==> config.mk <==
export PLATFORM = sky130hd
export DESIGN_NAME = fetch_unit
export DESIGN_NICKNAME = d
export VERILOG_FILES = /design/src/rtl/fetch_pkg.sv /design/src/rtl/fetch_pc_reg.sv /design/src/rtl/fetch_unit.sv
export SDC_FILE = /design/constraint.sdc
export NUM_CORES = 1
export LEC_CHECK = 0
export ABC_CLOCK_PERIOD_IN_PS = 1800
export CORE_MARGIN = 5
export CORE_UTILIZATION = 30
export DETAILED_ROUTE_END_ITERATION = 10
export PLACE_DENSITY = 0.67
export SLEW_MARGIN = 20
export SYNTH_ARGS = -nofsm -noshare
export SYNTH_HDL_FRONTEND = slang
export SYNTH_SLANG_ARGS = --single-unit
==> constraint.sdc <==
create_clock -name clock -period 1.8 [get_ports clock]
set_clock_uncertainty 0.05 [all_clocks]
set_input_delay 0.18 -clock clock [delete_from_list [all_inputs] [get_ports clock]]
set_output_delay 0.18 -clock clock [all_outputs]
set_load 0.1 [all_outputs]
==> src/rtl/fetch_pkg.sv <==
// Shared definitions for the instruction fetch unit:
// FSM state encoding and reset defaults.
package fetch_pkg;

    typedef enum logic [1:0] {
        S_ADDR = 2'd0,
        S_WAIT = 2'd1,
        S_HOLD = 2'd2
    } fetch_state_e;

    localparam int          FETCH_WIDTH    = 16;
    localparam logic [15:0] FETCH_RESET_PC = 16'h0000;

endpackage

==> src/rtl/fetch_pc_reg.sv <==
// Program counter: redirect load, post-fetch increment and a one-cycle
// wrap pulse when the increment rolls all-ones over to zero.
module pc_reg
    import fetch_pkg::*;
#(
    parameter int               WIDTH    = FETCH_WIDTH,
    parameter logic [WIDTH-1:0] RESET_PC = WIDTH'(FETCH_RESET_PC)
) (
    input  logic             clock,
    input  logic             reset,
    input  logic             load,
    input  logic [WIDTH-1:0] load_addr,
    input  logic             inc,
    output logic [WIDTH-1:0] pc,
    output logic             wrap
);

    logic [WIDTH-1:0] pc_q, pc_d;
    logic             wrap_q, wrap_d;

    // A load always wins, so a redirect can never report a wrap.
    always_comb begin
        pc_d   = pc_q;
        wrap_d = 1'b0;
        if (load) begin
            pc_d = load_addr;
        end else if (inc) begin
            pc_d   = pc_q + WIDTH'(1);
            wrap_d = &pc_q;
        end
    end

    always_ff @(posedge clock) begin
        if (reset) begin
            pc_q   <= RESET_PC;
            wrap_q <= 1'b0;
        end else begin
            pc_q   <= pc_d;
            wrap_q <= wrap_d;
        end
    end

    assign pc   = pc_q;
    assign wrap = wrap_q;

endmodule

==> src/rtl/fetch_unit.sv <==
// Three-state instruction fetch: address, wait for data, hold for control.
// Holds IR/instr_pc and the FSM; the PC lives in pc_reg.
module fetch_unit
    import fetch_pkg::*;
#(
    parameter int               WIDTH    = FETCH_WIDTH,
    parameter logic [WIDTH-1:0] RESET_PC = WIDTH'(FETCH_RESET_PC)
) (
    input  logic             clock,
    input  logic             reset,
    output logic [WIDTH-1:0] mem_addr,
    output logic             mem_rd_en,
    input  logic [WIDTH-1:0] mem_rdata,
    input  logic             jump,
    input  logic [WIDTH-1:0] jump_addr,
    output logic [WIDTH-1:0] instr,
    output logic [WIDTH-1:0] instr_pc,
    output logic             instr_valid,
    input  logic             instr_ready,
    output logic             pc_wrap
);

    fetch_state_e     state_q, state_d;
    logic [WIDTH-1:0] ir_q, ir_d;
    logic [WIDTH-1:0] ipc_q, ipc_d;
    logic             valid_q, valid_d;
    logic             rd_en_q, rd_en_d;
    logic             pc_inc;
    logic [WIDTH-1:0] pc;

    pc_reg #(
        .WIDTH    (WIDTH),
        .RESET_PC (RESET_PC)
    ) u_pc (
        .clock     (clock),
        .reset     (reset),
        .load      (jump),
        .load_addr (jump_addr),
        .inc       (pc_inc),
        .pc        (pc),
        .wrap      (pc_wrap)
    );

    // A redirect discards whatever is in flight or held.
    always_comb begin
        state_d = state_q;
        ir_d    = ir_q;
        ipc_d   = ipc_q;
        pc_inc  = 1'b0;
        if (jump) begin
            state_d = S_ADDR;
        end else begin
            unique case (state_q)
                S_ADDR: state_d = S_WAIT;
                S_WAIT: begin
                    ir_d    = mem_rdata;
                    ipc_d   = pc;
                    pc_inc  = 1'b1;
                    state_d = S_HOLD;
                end
                S_HOLD: if (instr_ready) state_d = S_ADDR;
                default: state_d = S_ADDR;
            endcase
        end
        valid_d = (state_d == S_HOLD);
        rd_en_d = (state_d == S_ADDR);
    end

    always_ff @(posedge clock) begin
        if (reset) begin
            state_q <= S_ADDR;
            ir_q    <= '0;
            ipc_q   <= '0;
            valid_q <= 1'b0;
            rd_en_q <= 1'b1;
        end else begin
            state_q <= state_d;
            ir_q    <= ir_d;
            ipc_q   <= ipc_d;
            valid_q <= valid_d;
            rd_en_q <= rd_en_d;
        end
    end

    assign mem_addr    = pc;
    assign mem_rd_en   = rd_en_q;
    assign instr       = ir_q;
    assign instr_pc    = ipc_q;
    assign instr_valid = valid_q;

endmodule

==> out/qor.csv <==
stage;metric;value;unit
place;DP Cell Count;444;
setup_path;R2R Setup Slk;0.09;ns
logic_synthesis;most numerous cell in the Yosys netlist;nand2_1;
setup_path;r2r endpoint;u_pc.pc[14];
timing;slew at the pin closest to its max-slew limit;0.426;ns
setup_path;Crit Path Class;reg2reg;
logic_synthesis;Mapped Area;2190;um^2
die;Starting Density;30.5;%
finish;post-layout util;44.7;%
grt;Tot GR Track Use;13.0;%
grt;grt total ovfl;0;
finish;non-filler cells, final;453;
die;die span in y;95.4;um
logic_synthesis;top cell type's share of synthesized area;48.5;%
route;Routed WL per cell;13.3;um
logic_synthesis;synthesized-area fraction occupied by adder cells;0.571;%
logic_synthesis;Synth area leader;dfxtp_1;
finish;nets;390;
setup_path;R2R cell count;4;
timing;Total Neg Setup Slack;0;ns
logic_synthesis;post-synthesis mux area share;0.457;%
logic_synthesis;largest family of logic cells by synthesized area;simple AND/OR/NAND/NOR gates;
logic_synthesis;Synth Instances;268;
run_status;status;finished, final reports clean;
logic_synthesis;syn nets;305;
setup_path;delay-heaviest family, CP;simple AND/OR/NAND/NOR gates;
setup_path;crit path launch type;flip-flop;
route;Total Wirelength;6040;um
clock_network;CTS root buffer;clkbuf_8;
logic_synthesis;EDFF count, synth;0;
logic_synthesis;Main synth FF type;dfxtp_1;
clock_network;H-tree depth;2;
setup_path;Worst Path Arrival;1.87;ns
setup_path;crit path capture type;flip-flop;
route;antenna-violating nets left;0;
clock_network;worst-case clock buffer depth;2;
timing;Slew Limit Fails;0;
timing;min Tclk post-route;1.71;ns
setup_path;Crit path largest cell delay;0.50;ns
worst_hold_path;Hold Path Sink;instr[7];
timing;max frequency;586;MHz
route;Via density;4.58;
finish;share of cells above drive strength 1;25.7;%
place;DP HPWL;4490;um
timing;fin crit share;94.8;%
timing;hold slack;0.251;ns
job;Max-Cap Viols;0;
die;die area;9110;um^2
timing;RSZ-0062 raised after global routing;no;
place;IO Port Bufs;86;
logic_synthesis;xor/xnor share of the synthesized area;4.80;%
finish;ANT cells;0;
logic_synthesis;Synth Area in Compound Gates;15.0;%
logic_synthesis;Syn Area/Cell;8.17;um^2
logic_synthesis;YS warnings;0;
timing;Final Hold Vio Count;0;
route;Iter 0 DRT Violations;89;
setup_path;Buf+Inv Stages, Crit Path;0;
route;# DRC;0;
clock_network;CTS buffer count;5;
route;routed via count;2075;
logic_synthesis;Synth async-reset ratio;0;%
die;io pins;87;
die;Std-Cell Rows;31;
worst_hold_path;hold path cells;2;
setup_path;CP max stage cell;or4_4;
setup_path;Worst Path Max Fanout;8;
die;die width;95.4;um
logic_synthesis;Post-Synth Simple-Gate Area;24.8;%
setup_path;Req. time, crit path;1.96;ns
setup_path;worst r2r src;u_pc.pc[6];
grt;antenna violations before repair;0;
die;CORE AREA;7180;um^2
finish;Layout area overhead;46.6;%
setup_path;CP Cell Sequence;nand4_4 > or4_4 > or3_1 > a311oi_1;
pwr;Total Power Consumption;2.56;mW
logic_synthesis;Yosys reg bits;53;
clock_network;clk sinks;53;
worst_hold_path;Hold Path Origin;reset;
timing;Final setup viols;0;
logic_synthesis;top post-synthesis cells by area;dfxtp_1, nand2_1, a21oi_1;
logic_synthesis;Cell variety after synth;32;
logic_synthesis;commonest cells in the netlist;nand2_1, dfxtp_1, a21oi_1, nor2_1, clkbuf_1;
timing;Worst slew margin;71.6;%
grt;vias in the first global route;1885;
logic_synthesis;sequential fraction of the synthesis area;48.5;%
clock_network;CTS tree;yes;
grt;first-pass GRT wire length;9200;um
grt;largest net degree at the start of global routing;33;
route;1st-pass router iterations;4;
clock_network;worst skew pair latency;0.31;ns
worst_hold_path;Hold Crit Class;in2reg;
pwr;Lkg Pwr;1.18;nW
pwr;VDD IR max;0.403;mV
pwr;Power Dens Cells;799;nW/um^2
place;Final Wtd Congestion;0.825;
clock_network;clk slew on worst S/H paths;0.10;ns
-- what timing repair did --
| item | CTS | global route |
|---|---|---|
| setup buffers | 0 | 1 |
| resized for setup | 0 | 1 |
| setup endpoints to repair | 0 | 1 |
| hold buffers | 0 | 0 |
-- worst max path at each step --
stage,startpoint,cells past startpoint,endpoint
2_1_floorplan,u_pc.pc[5],4,u_pc.pc[14]
3_3_place_gp,u_pc.pc[5],4,u_pc.pc[14]
3_5_place_dp,u_pc.pc[5],4,u_pc.pc[14]
4_1_cts,u_pc.pc[5],4,u_pc.pc[14]
5_1_grt,u_pc.pc[7],4,u_pc.pc[14]
6_report,u_pc.pc[6],4,u_pc.pc[14]
-- metal layers --
layer | vias to the layer above | GRT usage (%) | share of wire [%]
li1 | 1083 | - | -
met4 | 0 | 4.27 | 1.2
met2 | 69 | 20.6 | 45
met1 | 914 | 17.2 | 46
met5 | - | 0 | 0
met3 | 9 | 3.24 | 7.9
-- cell type report --
cell class                 instances  area, um^2
fill                             720        3970
sequential                        53        1110
multi-input combinational        192        1010
timing repair buffer              97         861
tap                               99         124
clock buffer                       6        72.6
inverter                           4        15.0
clock inverter                     2        13.8
-- placed cells by master (no fill, tap or decap), types with 3 or more instances in the layout --
cell type,n
clkdlybuf4s50_1,34
nor2_1,14
dfxtp_4,14
nor4_1,6
clkbuf_8,5
nor3_1,6
buf_4,58
nand2b_1,3
nand2_1,76
inv_1,4
a21oi_1,36
dfxtp_1,38
nand4_1,3
buf_12,4
nand3_1,3
xnor2_1,12
o21ai_0,4
a211oi_1,9
-- power breakdown --
part | leakage (nW) | switching, mW | internal, mW | total [mW]
Clock | 0.0456 | 0.385 | 0.278 | 0.663
Combinational | 0.697 | 0.440 | 0.191 | 0.631
Sequential | 0.442 | 0.0563 | 1.21 | 1.27
Total | 1.18 | 0.881 | 1.68 | 2.56
-- stage by stage --
step,worst slack [ns],area (um^2)
after floorplan,-0.0475,2250
after detailed placement,0.123,3110
after global placement,0.134,3110
after CTS,0.0886,3200
final,0.0942,3210
after global routing,0.00597,3210
-- kinds of logic (layout without fill, tap and decap cells) --
| kind of cell | after synthesis | count (layout) |
|---|---|---|
| and+or+nand+nor | 121 | 121 |
| AOI/OAI and AO/OA | 57 | 57 |
| DFF | 53 | 53 |
| buffers and inverters | 23 | 109 |
| xor gates and xnor gates | 12 | 12 |
| adders and majority gates | 1 | 1 |
| muxes | 1 | 1 |
Power figures use the tool's default switching activity.
